**src/rtl/div_unit.sv**
```systemverilog
// Multi-cycle 32-bit restoring divider for MIPS DIV/DIVU.
// Returns {remainder, quotient} as one 64-bit word for a full HI/LO write.
module div_unit (
  input  logic        clk,
  input  logic        rst,
  input  logic        start,
  input  logic        signed_div,
  input  logic [31:0] a,
  input  logic [31:0] b,
  input  logic        cancel,
  output logic        stall,
  output logic        busy,
  output logic        valid,
  output logic [63:0] result,
  output logic [1:0]  dbg_state
);

  // Handshake: a request is taken on the edge where start=1, cancel=0 and the
  // unit is IDLE; valid is a one-cycle pulse and result holds until the next one.
  typedef enum logic [1:0] {
    IDLE = 2'd0,
    CALC = 2'd1,
    FIX  = 2'd2
  } state_e;

  state_e      state_q, state_d;
  logic [4:0]  cnt_q, cnt_d;
  logic [63:0] work_q, work_d;
  logic [31:0] div_q, div_d;
  logic        sign_quo_q, sign_quo_d;
  logic        sign_rem_q, sign_rem_d;
  logic        dz_q, dz_d;
  logic [63:0] result_q, result_d;
  logic        valid_q, valid_d;

  logic        accept;
  logic [31:0] mag_a, mag_b;
  logic [64:0] shifted;
  logic [32:0] rem_up, diff;
  logic [31:0] quo_fix, rem_fix;

  assign accept = start & ~cancel & (state_q == IDLE);
  assign mag_a  = (signed_div & a[31]) ? (~a + 32'd1) : a;
  assign mag_b  = (signed_div & b[31]) ? (~b + 32'd1) : b;

  // 33-bit remainder path so the compare/subtract cannot overflow.
  assign shifted = {work_q, 1'b0};
  assign rem_up  = shifted[64:32];
  assign diff    = rem_up - {1'b0, div_q};

  assign quo_fix = sign_quo_q ? (~work_q[31:0] + 32'd1) : work_q[31:0];
  assign rem_fix = sign_rem_q ? (~work_q[63:32] + 32'd1) : work_q[63:32];

  // State register
  always_ff @(posedge clk or posedge rst) begin
    if (rst) state_q <= IDLE;
    else     state_q <= state_d;
  end

  // Next-state logic
  always_comb begin
    state_d = state_q;
    case (state_q)
      IDLE: if (accept) state_d = (b == 32'd0) ? FIX : CALC;
      CALC: begin
        if (cancel)                state_d = IDLE;
        else if (cnt_q == 5'd31)   state_d = FIX;
      end
      FIX:     state_d = IDLE;
      default: state_d = IDLE;
    endcase
  end

  // Output logic
  always_comb begin
    busy      = (state_q != IDLE);
    stall     = accept | (state_q != IDLE);
    valid     = valid_q;
    result    = result_q;
    dbg_state = state_q;
  end

  // Datapath next-state
  always_comb begin
    cnt_d      = cnt_q;
    work_d     = work_q;
    div_d      = div_q;
    sign_quo_d = sign_quo_q;
    sign_rem_d = sign_rem_q;
    dz_d       = dz_q;
    result_d   = result_q;
    valid_d    = 1'b0;
    case (state_q)
      IDLE: begin
        if (accept) begin
          sign_quo_d = signed_div & (a[31] ^ b[31]);
          sign_rem_d = signed_div & a[31];
          div_d      = mag_b;
          cnt_d      = 5'd0;
          dz_d       = (b == 32'd0);
          // On divide-by-zero the raw dividend is parked here to become the remainder.
          work_d     = {32'd0, (b == 32'd0) ? a : mag_a};
        end
      end
      CALC: begin
        if (!cancel) begin
          cnt_d = cnt_q + 5'd1;
          if (rem_up >= {1'b0, div_q}) work_d = {diff[31:0], shifted[31:1], 1'b1};
          else                         work_d = shifted[63:0];
        end
      end
      FIX: begin
        if (!cancel) begin
          valid_d  = 1'b1;
          result_d = dz_q ? {work_q[31:0], 32'hFFFF_FFFF} : {rem_fix, quo_fix};
        end
      end
      default: ;
    endcase
  end

  always_ff @(posedge clk or posedge rst) begin
    if (rst) begin
      cnt_q      <= 5'd0;
      work_q     <= 64'd0;
      div_q      <= 32'd0;
      sign_quo_q <= 1'b0;
      sign_rem_q <= 1'b0;
      dz_q       <= 1'b0;
      result_q   <= 64'd0;
      valid_q    <= 1'b0;
    end else begin
      cnt_q      <= cnt_d;
      work_q     <= work_d;
      div_q      <= div_d;
      sign_quo_q <= sign_quo_d;
      sign_rem_q <= sign_rem_d;
      dz_q       <= dz_d;
      result_q   <= result_d;
      valid_q    <= valid_d;
    end
  end

endmodule
```
**config.mk**
```make
export PLATFORM = sky130hd
export DESIGN_NAME = div_unit
export DESIGN_NICKNAME = d
export VERILOG_FILES = /design/src/rtl/div_unit.sv
export SDC_FILE = /design/constraint.sdc
export NUM_CORES = 1
export LEC_CHECK = 0
export ABC_AREA = 1
export BUFFER_PORTS_ARGS = -buffer_cell sky130_fd_sc_hd__buf_2
export CAP_MARGIN = 20
export CORE_UTILIZATION = 61
export CTS_CLUSTER_DIAMETER = 80
export DETAILED_ROUTE_END_ITERATION = 16
export PLACE_DENSITY = 0.9
export SYNTH_ARGS = -nofsm -noshare
export SYNTH_HDL_FRONTEND = slang
export SYNTH_SLANG_ARGS = --single-unit
export TNS_END_PERCENT = 10
```
**constraint.sdc**
```tcl
create_clock -name clk -period 7.45 [get_ports clk]
set_input_delay 1.49 -clock clk [delete_from_list [all_inputs] [get_ports clk]]
set_output_delay 1.49 -clock clk [all_outputs]
set_load 0.02 [all_outputs]
```
==> results.txt, run 1 <==
----------------------------------------------------
[Outcome]
  Status ... completed

[Placement]
  Quantity of I/O buffers inserted on ports ... 137
  Placed Instance Area ... 14700 um2
  HPWL reported at the end of detailed placement ... 34.5 mm
  Gpl congestion ... 1.00
  Placement Setup Slack ... 3.77 ns

[Worst setup path]
  CP arrival ... 2.08 ns
  R2r setup slk ... 3.97 ns
  Largest stage delay, worst path ... 0.22 ns
  Data required time of the worst path ... 5.96 ns
  Length in cells of the worst reg-to-reg path ... 8
  Combined buffer and inverter count along the critical path ... 2
  Startpoint of the worst-slack reg-to-reg timing path ... dbg_state[0]$_DFFE_PP0P_
  Setup crit end kind ... primary output
  Sequence of cells on the critical path ... buf_2 -> o21ai_0 -> buf_2
  Worst path slowest cell ... sky130_fd_sc_hd__o21ai_0
  CP Class ... in2out
  Worst R2R End ... work_q[1]$_DFFE_PP0P_
  CP max FO ... 4
  Startpoint class of the critical path ... input pin
  CP delay by family, top ... buffers and inverters
  Most frequent CP cell ... sky130_fd_sc_hd__buf_2

[CTS]
  H-tree depth reported by CTS ... 4
  CTS tree ... done
  Clk sink count ... 171
  Clock slew seen by the registers of the worst setup and hold paths ... 0.06 ns
  Insertion delay to the later sink of the worst-skew pair ... 0.46 ns
  Longest Clk Path Bufs ... 2
  Post-CTS Repair Setup Buffers ... 0
  CTS Root Buffer Type ... sky130_fd_sc_hd__clkbuf_16
  Hold-fix buffers at CTS ... 0
  Number of buffers added by the clock tree synthesis step ... 17
  CTS resizes ... 0

[Synth]
  Most common flop cell mapped by yosys ... sky130_fd_sc_hd__dfrtp_1
  Syn. warnings ... 0
  Instance count of the mapped netlist ... 2207
  Cell type with the highest aggregate area in the netlist ... sky130_fd_sc_hd__dfrtp_1
  Synthesized net count ... 2315
  Dominant cells by area after synthesis ... sky130_fd_sc_hd__dfrtp_1 (31%), sky130_fd_sc_hd__nand2_1 (19%), sky130_fd_sc_hd__nand3_1 (8.2%)
  Count of state elements after synthesis ... 171
  Async set or reset register ratio after synthesis ... 100%
  Most frequently used cell type in the post-synthesis netlist ... sky130_fd_sc_hd__nand2_1
  Number of enable flip-flop cells after synthesis ... 0
  Area fraction of the dominant cell type after synthesis ... 30.7%
  Commonest cells in the netlist ... sky130_fd_sc_hd__nand2_1 (715), sky130_fd_sc_hd__inv_1 (301), sky130_fd_sc_hd__nand3_1 (229), sky130_fd_sc_hd__nor2_1 (174), sky130_fd_sc_hd__dfrtp_1 (171)
  Seq/Total Area, Yosys ... 30.7%
  Netlist cell types ... 60
  Mapped cell area ... 13900 um2
  Post-synthesis area per instance ... 6.31 um2

[Global route]
  Global-route wire length before repair ... 71.6 mm
  Overall track demand over capacity in global routing ... 38.8%
  Pin count of the biggest net entering global routing ... 98
  Initial antenna violation count ... 0
  Aggregate global routing overflow ... 0
  Number of global-route vias before repair ... 13700

[Detailed routing]
  # DRC ... 0
  DR WL/cell ... 17.3 um
  Number of antenna-violating nets in the routed design ... 0
  Violation count after the first detailed-route iteration ... 1796
  Detail-routed via count per cell ... 5.82
  Initial DRT Pass Iterations ... 9
  Wire length reported by the detailed router ... 44.9 mm
  Vias after detailed routing ... 15100

[Floorplan]
  Floorplan core area ... 22100 um2
  Initial Utilization ... 63.0%
  Number of core rows ... 54
  Overall die width ... 153 um
  Die Outline Area ... 23400 um2
  Boundary pin count ... 138
  Height of the chip ... 153 um

[STA]
  Worst Tran Pin Value ... 1.10 ns
  Final hold vios ... 0
  Max-slew headroom at the worst pin ... 26.4%
  RSZ-0062 raised after global routing ... no
  Fin worst setup slack ... 3.88 ns
  Clock skew ... 0.0269 ns
  Sum Neg Setup Slack ... 0 ns
  Final worst path period share ... 47.9%
  Achievable Freq ... 0.280 GHz
  Min Clock Period, post-route ... 3.57 ns
  Slew Viols, Final ... 0
  Setup-violating endpoint count in the final report ... 0

[Hold path]
  Type of the most critical hold path ... reg2reg
  Instance count along the most critical hold path ... 2
  Min-delay src ... result[54]$_DFFE_PP0P_
  End point of the worst hold path ... result[54]$_DFFE_PP0P_

[Power and ir drop]
  P_leak ... 8.40 nW
  Peak supply drop ... 0.000203 V
  Fraction of power spent switching nets ... 51.5%
  Total internal power ... 0.00270 W
  Post-layout power ... 0.00556 W
  Areal power density over the cells ... 365 nW/um2
  Net switching power figure ... 0.00286 W
  Relative contribution of combinational cells to total power ... 55.6%
  Share of total power in sequential cells ... 28.5%
  Fraction of power consumed by the clock network ... 15.8%

[Final layout]
  Post-route cell area ... 15200 um2
  Fraction of layout instances using a drive strength above 1 ... 11.1%
  Area grow syn2layout ... 9.42%
  Final #Nets ... 2405
  Antenna Cells ... 0

[Run]
  Maximum capacitance violations ... 0

----------------------------------------------------
-- sequential cells by signal (all words and copies together) (netlist names) --
register and cells:
sign_quo_q 1, div_q 32, result 64, work_q 64
dbg_state 2, valid 1, dz_q 1, cnt_q 5
sign_rem_q 1
-- layer usage --
layer | vias up | wire (um) | track usage (%)
li1 | 7171 | - | -
met1 | 6914 | 19300 | 56.1
met2 | 882 | 19800 | 60.1
met3 | 106 | 4700 | 6.24
met4 | 0 | 1010 | 10.7
met5 | - | 0 | 0
-- cells in the final DEF (no fill, tap or decap), drive strengths merged, types with 2 or more instances in the layout --
cell / Yosys / final
nand3: 231 / 231
o22a: 6 / 6
a21oi: 103 / 103
buf: 33 / 144
and2: 3 / 3
nor2: 199 / 199
o21ai: 137 / 137
ha: 38 / 38
o211ai: 7 / 7
nor4: 2 / 2
inv: 326 / 330
xnor2: 18 / 18
nor3: 31 / 31
a2bb2oi: 3 / 3
o22ai: 7 / 7
a22oi: 12 / 12
xor2: 46 / 46
o32a: 3 / 3
o21bai: 5 / 5
or2: 8 / 8
dfrtp: 171 / 171
clkinvlp: 0 / 2
nand4: 25 / 25
nand2: 729 / 729
clkbuf: 40 / 20
clkinv: 4 / 9
nand3b: 3 / 3
o31ai: 2 / 2
o21a: 5 / 5
-- worst max-delay path by stage --
stage                             startpoint               endpoint  depth (start not counted)
floorplan                                rst   cnt_q[0]$_DFFE_PP0P_                          1
global placement                      cancel  work_q[7]$_DFFE_PP0P_                          6
detailed placement                    cancel  work_q[8]$_DFFE_PP0P_                          6
CTS                                   cancel                  stall                          3
global route        dbg_state[0]$_DFFE_PP0P_  work_q[7]$_DFFE_PP0P_                          8
finish                                cancel                  stall                          3
-- cell families after synthesis --
logic type                 after synthesis  synth area share, %
AOI/OAI and AO/OA                      295                 11.8
xor gates and xnor gates                64                 4.02
adders and majority gates               39                 3.56
buffers and inverters                  403                 11.5
DFF                                    171                 30.7
muxes                                    1               0.0719
and+or+nand+nor                       1234                 38.4
-- layout make-up --
| class | instances | area (um2) |
|---|---|---|
| Clock buffer | 20 | 437 |
| Fill cell | 1977 | 6850 |
| Tap cell | 280 | 350 |
| Timing Repair Buffer | 144 | 738 |
| Sequential cell | 171 | 4280 |
| Clock inverter | 12 | 134 |
| Inverter | 330 | 1250 |
| Multi-Input combinational cell | 1633 | 8060 |
-- power by group through the flow --
stage | Sequential [W] | Clock (W) | Combinational [W]
4_1_cts | 0.00156 | 0.000876 | 0.00302
2_1_floorplan | 0.00165 | 0 | 0.00204
3_3_place_gp | 0.00156 | 0 | 0.00293
5_1_grt | 0.00161 | 0.000914 | 0.00341
6_report | 0.00158 | 0.000881 | 0.00309
3_5_place_dp | 0.00157 | 0 | 0.00300
-- stage by stage --
| step | util [%] | cells | hold WS, ns |
|---|---|---|---|
| 6_report | 69.0 | 2590 | 0.480 |
| 4_1_cts | 69.0 | 2590 | 0.482 |
| 5_1_grt | 69.0 | 2590 | 0.491 |
| 3_5_place_dp | 66.4 | 2558 | 0.465 |
| 3_3_place_gp | 66.4 | 2558 | 0.459 |
| 2_1_floorplan | - | 2207 | 0.449 |
-- worst reg2reg max path: stages (launching register included) --
cell and delay, ns:
sky130_fd_sc_hd__dfrtp_1 0.43, sky130_fd_sc_hd__inv_1 0.10, sky130_fd_sc_hd__nor2_4 0.47, sky130_fd_sc_hd__inv_2 0.35
sky130_fd_sc_hd__nor2_4 0.87, sky130_fd_sc_hd__nor2_4 0.06, sky130_fd_sc_hd__buf_4 0.38, sky130_fd_sc_hd__inv_1 0.55
sky130_fd_sc_hd__o21ai_0 0.14
Note: power is estimated with default switching activity, not from simulation.
==> run 2, diff against run 1 <==
Settings changed: ABC_AREA 1 to 0, CORE_UTILIZATION 61 to 54, PLACE_DENSITY 0.9 to 0.86.
Clock period 7.45 ns to 3.1 ns, I/O delays scaled along.
==> run 2 against run 1 <==
Against the previous run:
- sequential cell count stayed put
- sequential power rose by 80%
- count of clock-buffer cells in the layout decreased by 1
- largest power group is now sequential cells
- via count shrank 29%
- clock power rose by 150%
- utilization down 3.0 points
- sequential share of layout area is 3.7 points higher
- total power rose by 28%
==> results.txt, run 2 <==
----------------------------------------------------
[STA]
  Min Clock Period, post-route ... 3.06 ns
  Setup-violating endpoint count in the final report ... 0
  Worst Tran Pin Value ... 0.966 ns
  Slew Viols, Final ... 0
  Achievable Freq ... 0.327 GHz
  Max-slew headroom at the worst pin ... 35.6%
  Final worst path period share ... 98.7%
  RSZ-0062 raised after global routing ... yes
  Final hold vios ... 0
  Clock skew ... 0.0125 ns

[Global route]
  GR Layer Usage met2 ... 46.6%
  Pin count of the biggest net entering global routing ... 83
  Initial antenna violation count ... 0
  Number of global-route vias before repair ... 10100
  Peak-usage layer in the global routing report ... met2
  Overall track demand over capacity in global routing ... 30.2%
  Fraction of met1 tracks used by global routing ... 41.8%
  Global-route wire length before repair ... 51.5 mm
  Aggregate global routing overflow ... 0
  Met3 Use GR ... 4.32%

[Synth]
  Dominant cells by area after synthesis ... sky130_fd_sc_hd__dfrtp_1 (38%), sky130_fd_sc_hd__o21ai_0 (8.0%), sky130_fd_sc_hd__nand2_1 (6.7%)
  Syn. warnings ... 0
  Cell type with the highest aggregate area in the netlist ... sky130_fd_sc_hd__dfrtp_1
  Count of state elements after synthesis ... 171
  Synthesized net count ... 1502
  Mapped cell area ... 11400 um2
  Netlist cell types ... 57
  Area fraction of the dominant cell type after synthesis ... 37.6%
  Most common flop cell mapped by yosys ... sky130_fd_sc_hd__dfrtp_1
  Number of enable flip-flop cells after synthesis ... 0
  Seq/Total Area, Yosys ... 37.6%
  Most frequently used cell type in the post-synthesis netlist ... sky130_fd_sc_hd__nand2_1
  Post-synthesis area per instance ... 8.16 um2
  Async set or reset register ratio after synthesis ... 100%
  Commonest cells in the netlist ... sky130_fd_sc_hd__nand2_1 (202), sky130_fd_sc_hd__o21ai_0 (182), sky130_fd_sc_hd__dfrtp_1 (171), sky130_fd_sc_hd__a21oi_1 (113), sky130_fd_sc_hd__nor2_1 (112)
  Instance count of the mapped netlist ... 1394

[Detailed routing]
  # DRC ... 0
  Number of antenna-violating nets in the routed design ... 0
  Vias after detailed routing ... 10700
  Wire length reported by the detailed router ... 32.0 mm
  DR WL/cell ... 17.4 um
  Violation count after the first detailed-route iteration ... 867
  Initial DRT Pass Iterations ... 6
  Detail-routed via count per cell ... 5.81

[Worst setup path]
  Data required time of the worst path ... 3.42 ns
  Startpoint class of the critical path ... input pin
  CP arrival ... 3.38 ns
  CP Class ... in2reg
  Setup crit end kind ... flop
  CP max FO ... 3

[Outcome]
  Status ... completed

[Final layout]
  Area grow syn2layout ... 18.5%
  Most frequent standard cell in the layout excluding fill and tap cells ... sky130_fd_sc_hd__nand2_1
  Fraction of layout instances using a drive strength above 1 ... 18.5%
  Final #Nets ... 1667
  Number of filler instances in the final layout ... 1692
  Commonest non-fill, non-tap cells in the layout ... sky130_fd_sc_hd__nand2_1 (202), sky130_fd_sc_hd__o21ai_0 (180), sky130_fd_sc_hd__dfrtp_1 (170)
  Non-Filler Instances ... 1844

[Floorplan]
  Boundary pin count ... 138
  Height of the chip ... 147 um
  Overall die width ... 147 um
  Initial Utilization ... 55.6%
  Die Outline Area ... 21600 um2
  Number of core rows ... 52
  Floorplan core area ... 20400 um2

[CTS]
  Clk sink count ... 171
  Number of buffers added by the clock tree synthesis step ... 17
  CTS Root Buffer Type ... sky130_fd_sc_hd__clkbuf_16
  Hold-fix buffers at CTS ... 0
  Insertion delay to the later sink of the worst-skew pair ... 0.44 ns
  Longest Clk Path Bufs ... 2
  H-tree depth reported by CTS ... 4
  CTS tree ... done
  Clock slew seen by the registers of the worst setup and hold paths ... 0.08 ns

[Power and ir drop]
  Post-layout power ... 0.00709 W
  P_leak ... 6.39 nW
  Peak supply drop ... 0.000388 V
  Areal power density over the cells ... 526 nW/um2

[Placement]
  Quantity of I/O buffers inserted on ports ... 137
  Placed Instances ... 1809
  Gpl congestion ... 0.956
  HPWL reported at the end of detailed placement ... 24.5 mm

[Hold path]
  Type of the most critical hold path ... in2async

[Run]
  Maximum capacitance violations ... 0

----------------------------------------------------
[run 2: cell types whose count changed after synthesis, moves of 36 or more]
cell                      delta
sky130_fd_sc_hd__inv_1     -243
sky130_fd_sc_hd__nand2_1   -513
sky130_fd_sc_hd__nand3_1   -212
sky130_fd_sc_hd__nor2_1     -62
sky130_fd_sc_hd__o21ai_0    +84
sky130_fd_sc_hd__o21ai_1    -36
sky130_fd_sc_hd__xnor2_1    +51
[run 2: layout make-up]
cell class / instances / area (um2) / area share (%)
timing repair buffer: 229 / 1430 / 10.6
tap: 270 / 338 / 2.51
multi-input combinational: 1081 / 6600 / 49.0
clock buffer: 19 / 453 / 3.36
inverter: 59 / 225 / 1.67
clock inverter: 13 / 146 / 1.09
sequential: 171 / 4280 / 31.8
antenna: 2 / 5.00 / 0.0371
[run 2: per-layer routing]
layer | part of all wire [%] | vias to the layer above
met2 | 45 | 426
met4 | 4.3 | 0
li1 | - | 5199
met5 | 0 | -
met3 | 6.7 | 71
met1 | 44 | 5016
[run 2: what timing repair did]
item / in CTS / in global routing
endpoints found under the setup margin: 2 / 34
buffers inserted: 0 / 0
pin swaps: 0 / 0
gates resized for setup: 1 / 8
[run 2: power breakdown]
part           leakage (nW)  switching (W)  internal [W]
clock network         0.295        0.00101       0.00119
logic                  3.82        0.00119      0.000862
registers              2.28       0.000381       0.00245
[run 2: per-stage QoR]
stage	utilization, %	hold slack (ns)	setup TNS, ns	cell area (um2)	setup WS [ns]
after floorplan	-	0.445	-0.177	11400	-0.177
final	66.0	0.183	0	13500	0.0393
after detailed placement	62.8	0.467	-1.50	12800	-0.396
after CTS	65.7	0.190	0	13400	0.00129
after global placement	62.8	0.456	-0.605	12800	-0.332
after global routing	65.9	0.208	-0.0259	13500	-0.0259
[run 2: path summary, 6_finish.rpt]
check	from	slack [ns]	end	cells after the start
worst max-delay path	a[15]	0.04	work_q[29]$_DFFE_PP0P_	10
max in group asynchronous	rst	2.05	result[16]$_DFFE_PP0P_	3
worst min register to register	result[33]$_DFFE_PP0P_	0.48	result[33]$_DFFE_PP0P_	2
worst max register to register	work_q[41]$_DFFE_PP0P_	0.12	result[58]$_DFFE_PP0P_	8
worst min-delay path	rst	0.18	work_q[35]$_DFFE_PP0P_	2
min in group clk	b[1]	0.45	div_q[1]$_DFFE_PP0P_	3
[run 2: kinds of logic (layout without fill, tap and decap cells)]
| kind of cell | count (synthesis) | count (layout) | share of synthesized area (%) |
|---|---|---|---|
| AO/OA/AOI/OAI | 419 | 419 | 21.5 |
| AND/OR/NAND/NOR | 448 | 448 | 17.9 |
| adder cells (fa/ha/maj) | 39 | 39 | 4.36 |
| buffers and inverters | 142 | 320 | 4.74 |
| multiplexers | 28 | 28 | 2.48 |
| flip-flops | 171 | 171 | 37.6 |
| XOR/XNOR | 147 | 147 | 11.3 |
| other | 0 | 2 | 0 |
[run 2: worst max-delay path: stages]
cell                       delay, ns
sky130_fd_sc_hd__buf_2          0.10
sky130_fd_sc_hd__or4_4          0.54
sky130_fd_sc_hd__or3_4          0.34
sky130_fd_sc_hd__or4_4          0.43
sky130_fd_sc_hd__or3_4          0.37
sky130_fd_sc_hd__nand2b_4       0.17
sky130_fd_sc_hd__o31ai_4        0.20
sky130_fd_sc_hd__mux2i_1        0.20
sky130_fd_sc_hd__a21oi_1        0.09
sky130_fd_sc_hd__a221o_2        0.33
==> run 3, diff against run 2 <==
--- a/config.mk
+++ b/config.mk
@@ -7,9 +7,10 @@
 export LEC_CHECK = 0
 export ABC_AREA = 0
-export BUFFER_PORTS_ARGS = -buffer_cell sky130_fd_sc_hd__buf_2
 export CAP_MARGIN = 20
-export CORE_UTILIZATION = 54
+export CORE_UTILIZATION = 59
 export CTS_CLUSTER_DIAMETER = 80
 export DETAILED_ROUTE_END_ITERATION = 16
+export DONT_BUFFER_PORTS = 1
+export MAX_ROUTING_LAYER = met4
 export PLACE_DENSITY = 0.86
 export SYNTH_ARGS = -nofsm -noshare
==> constraint.sdc (replaced) <==
create_clock -name clk -period 3.1 [get_ports clk]
set_input_delay 0.62 -clock clk [delete_from_list [all_inputs] [get_ports clk]]
set_output_delay 0.62 -clock clk [all_outputs]
set_load 0.05 [all_outputs]
==> run 3 against run 2 <==
Against the previous run:
- sequential share of layout area grew 2.0 points
- wire length shrank 4.1%
- sequential power is essentially flat
- largest cell class unchanged
- largest power group unchanged
==> results.txt, run 3 (synthesis results as in run 2) <==
----------------------------------------------------
[STA]
  Hold_ws ... 0.144 ns
  Setup-violating endpoint count in the final report ... 0
  Clock skew ... 0.0114 ns
  Fin worst setup slack ... 0.150 ns
  Worst Tran Pin Value ... 0.943 ns
  Slew Viols, Final ... 0
  Max-slew headroom at the worst pin ... 37.1%
  Min Clock Period, post-route ... 2.95 ns
  Sum Neg Setup Slack ... 0 ns
  Final hold vios ... 0
  Final worst path period share ... 95.2%
  Achievable Freq ... 0.339 GHz

[Global route]
  Number of global-route vias before repair ... 9666
  Pin count of the biggest net entering global routing ... 91
  Overall track demand over capacity in global routing ... 32.6%
  Global-route wire length before repair ... 49.5 mm
  Initial antenna violation count ... 0
  Aggregate global routing overflow ... 0

[Worst setup path]
  CP arrival ... 3.29 ns
  Worst R2R End ... work_q[56]$_DFFE_PP0P_
  Startpoint class of the critical path ... flop
  Setup crit end kind ... flop
  Data required time of the worst path ... 3.44 ns
  CP max FO ... 4
  Worst setup path endpoint ... work_q[56]$_DFFE_PP0P_
  R2r setup slk ... 0.15 ns
  CP Class ... reg2reg
  Length in cells of the worst reg-to-reg path ... 13
  Startpoint of the worst-slack reg-to-reg timing path ... work_q[31]$_DFFE_PP0P_
  CP startpoint ... work_q[31]$_DFFE_PP0P_

[Final layout]
  Most frequent standard cell in the layout excluding fill and tap cells ... sky130_fd_sc_hd__nand2_1
  Final #Nets ... 1522
  Fraction of layout instances using a drive strength above 1 ... 10.4%
  Non-Filler Instances ... 1661
  Share of the core filled with cells in the final layout ... 67.5%
  Commonest non-fill, non-tap cells in the layout ... sky130_fd_sc_hd__nand2_1 (202), sky130_fd_sc_hd__o21ai_0 (180), sky130_fd_sc_hd__dfrtp_1 (170)
  Area grow syn2layout ... 11.5%
  Antenna Cells ... 0

[Placement]
  Gpl congestion ... 0.958
  Placement Setup Slack ... -0.261 ns
  HPWL reported at the end of detailed placement ... 23.3 mm
  Placed Instances ... 1627
  Quantity of I/O buffers inserted on ports ... 0

[Detailed routing]
  Detail-routed via count per cell ... 6.15
  Violation count after the first detailed-route iteration ... 887
  Number of antenna-violating nets in the routed design ... 0
  Initial DRT Pass Iterations ... 5
  # DRC ... 0
  DR WL/cell ... 18.5 um
  Wire length reported by the detailed router ... 30.7 mm
  Vias after detailed routing ... 10200

[CTS]
  CTS tree ... done
  Clock slew seen by the registers of the worst setup and hold paths ... 0.07 ns
  Number of buffers added by the clock tree synthesis step ... 17
  Longest Clk Path Bufs ... 2
  Insertion delay to the later sink of the worst-skew pair ... 0.44 ns
  H-tree depth reported by CTS ... 4
  Clk sink count ... 171
  CTS Root Buffer Type ... sky130_fd_sc_hd__clkbuf_16

[Floorplan]
  Height of the chip ... 141 um
  Initial Utilization ... 60.6%
  Floorplan core area ... 18800 um2
  Boundary pin count ... 138
  Overall die width ... 141 um
  Number of core rows ... 50
  Die Outline Area ... 19800 um2

[Power and ir drop]
  P_leak ... 5.70 nW
  Areal power density over the cells ... 545 nW/um2
  Peak supply drop ... 0.000419 V

[Hold path]
  Type of the most critical hold path ... in2async

[Outcome]
  Status ... completed

[Run]
  Maximum capacitance violations ... 0

----------------------------------------------------
## run 3: routing by layer
metal / global-route usage (%) / share of wire [%] / vias up / routed length (um)
met5: - / 0 / - / 0
met4: 13.7 / 3.5 / 0 / 1080
met3: 6.62 / 8.2 / 73 / 2520
met2: 49.8 / 45 / 445 / 13900
met1: 42.3 / 43 / 4787 / 13300
li1: - / - / 4903 / -
## run 3: timing repair
| action | 4_1_cts | 5_1_grt |
|---|---|---|
| resized for setup | 0 | 10 |
| setup endpoints to repair | 0 | 29 |
| buffers inserted | 0 | 1 |
| hold buffers | 0 | 0 |
## run 3: worst max-delay path, stage by stage, from the launching register on
cell and delay [ns]:
sky130_fd_sc_hd__dfrtp_1 0.42, sky130_fd_sc_hd__inv_1 0.08, sky130_fd_sc_hd__ha_1 0.16, sky130_fd_sc_hd__inv_1 0.05, sky130_fd_sc_hd__fa_1 0.40, sky130_fd_sc_hd__a211oi_2 0.25
sky130_fd_sc_hd__o21bai_2 0.13, sky130_fd_sc_hd__buf_4 0.15, sky130_fd_sc_hd__o21a_1 0.27, sky130_fd_sc_hd__a311oi_1 0.29, sky130_fd_sc_hd__o21ai_0 0.16, sky130_fd_sc_hd__xor2_1 0.21
sky130_fd_sc_hd__mux2i_1 0.11, sky130_fd_sc_hd__o21ai_0 0.18
## run 3: cell type report
class                      count  area (um2)
tap                          234         293
multi-input combinational   1081        6610
clock buffer                  18         439
clock inverter                14         136
timing repair buffer          84         693
inverter                      59         225
fill                        1492        6090
sequential                   171        4280
## run 3: metrics by stage
| stage | cell area, um2 | total power [W] |
|---|---|---|
| after global placement | 12000 | 0.00474 |
| after detailed placement | 12000 | 0.00479 |
| after global routing | 12700 | 0.00724 |
| after CTS | 12600 | 0.00686 |
| after floorplan | 11400 | 0.00414 |
| final | 12700 | 0.00691 |
## run 3: worst min-delay path by stage
| stage | endpoint | startpoint | slack (ns) | cells after the start |
|---|---|---|---|---|
| after floorplan | cnt_q[4]$_DFFE_PP0P_ | cnt_q[4]$_DFFE_PP0P_ | 0.45 | 2 |
| after detailed placement | cnt_q[4]$_DFFE_PP0P_ | cnt_q[4]$_DFFE_PP0P_ | 0.47 | 2 |
| final | result[50]$_DFFE_PP0P_ | rst | 0.14 | 1 |
| after global routing | result[54]$_DFFE_PP0P_ | rst | 0.19 | 1 |
| after global placement | cnt_q[4]$_DFFE_PP0P_ | cnt_q[4]$_DFFE_PP0P_ | 0.46 | 2 |
| after CTS | result[50]$_DFFE_PP0P_ | rst | 0.17 | 1 |
## run 3: report_power, final
part	internal [W]	switching [W]	total (W)
registers	0.00246	0.000370	0.00283
logic	0.000831	0.00116	0.00199
clock network	0.00114	0.000944	0.00209
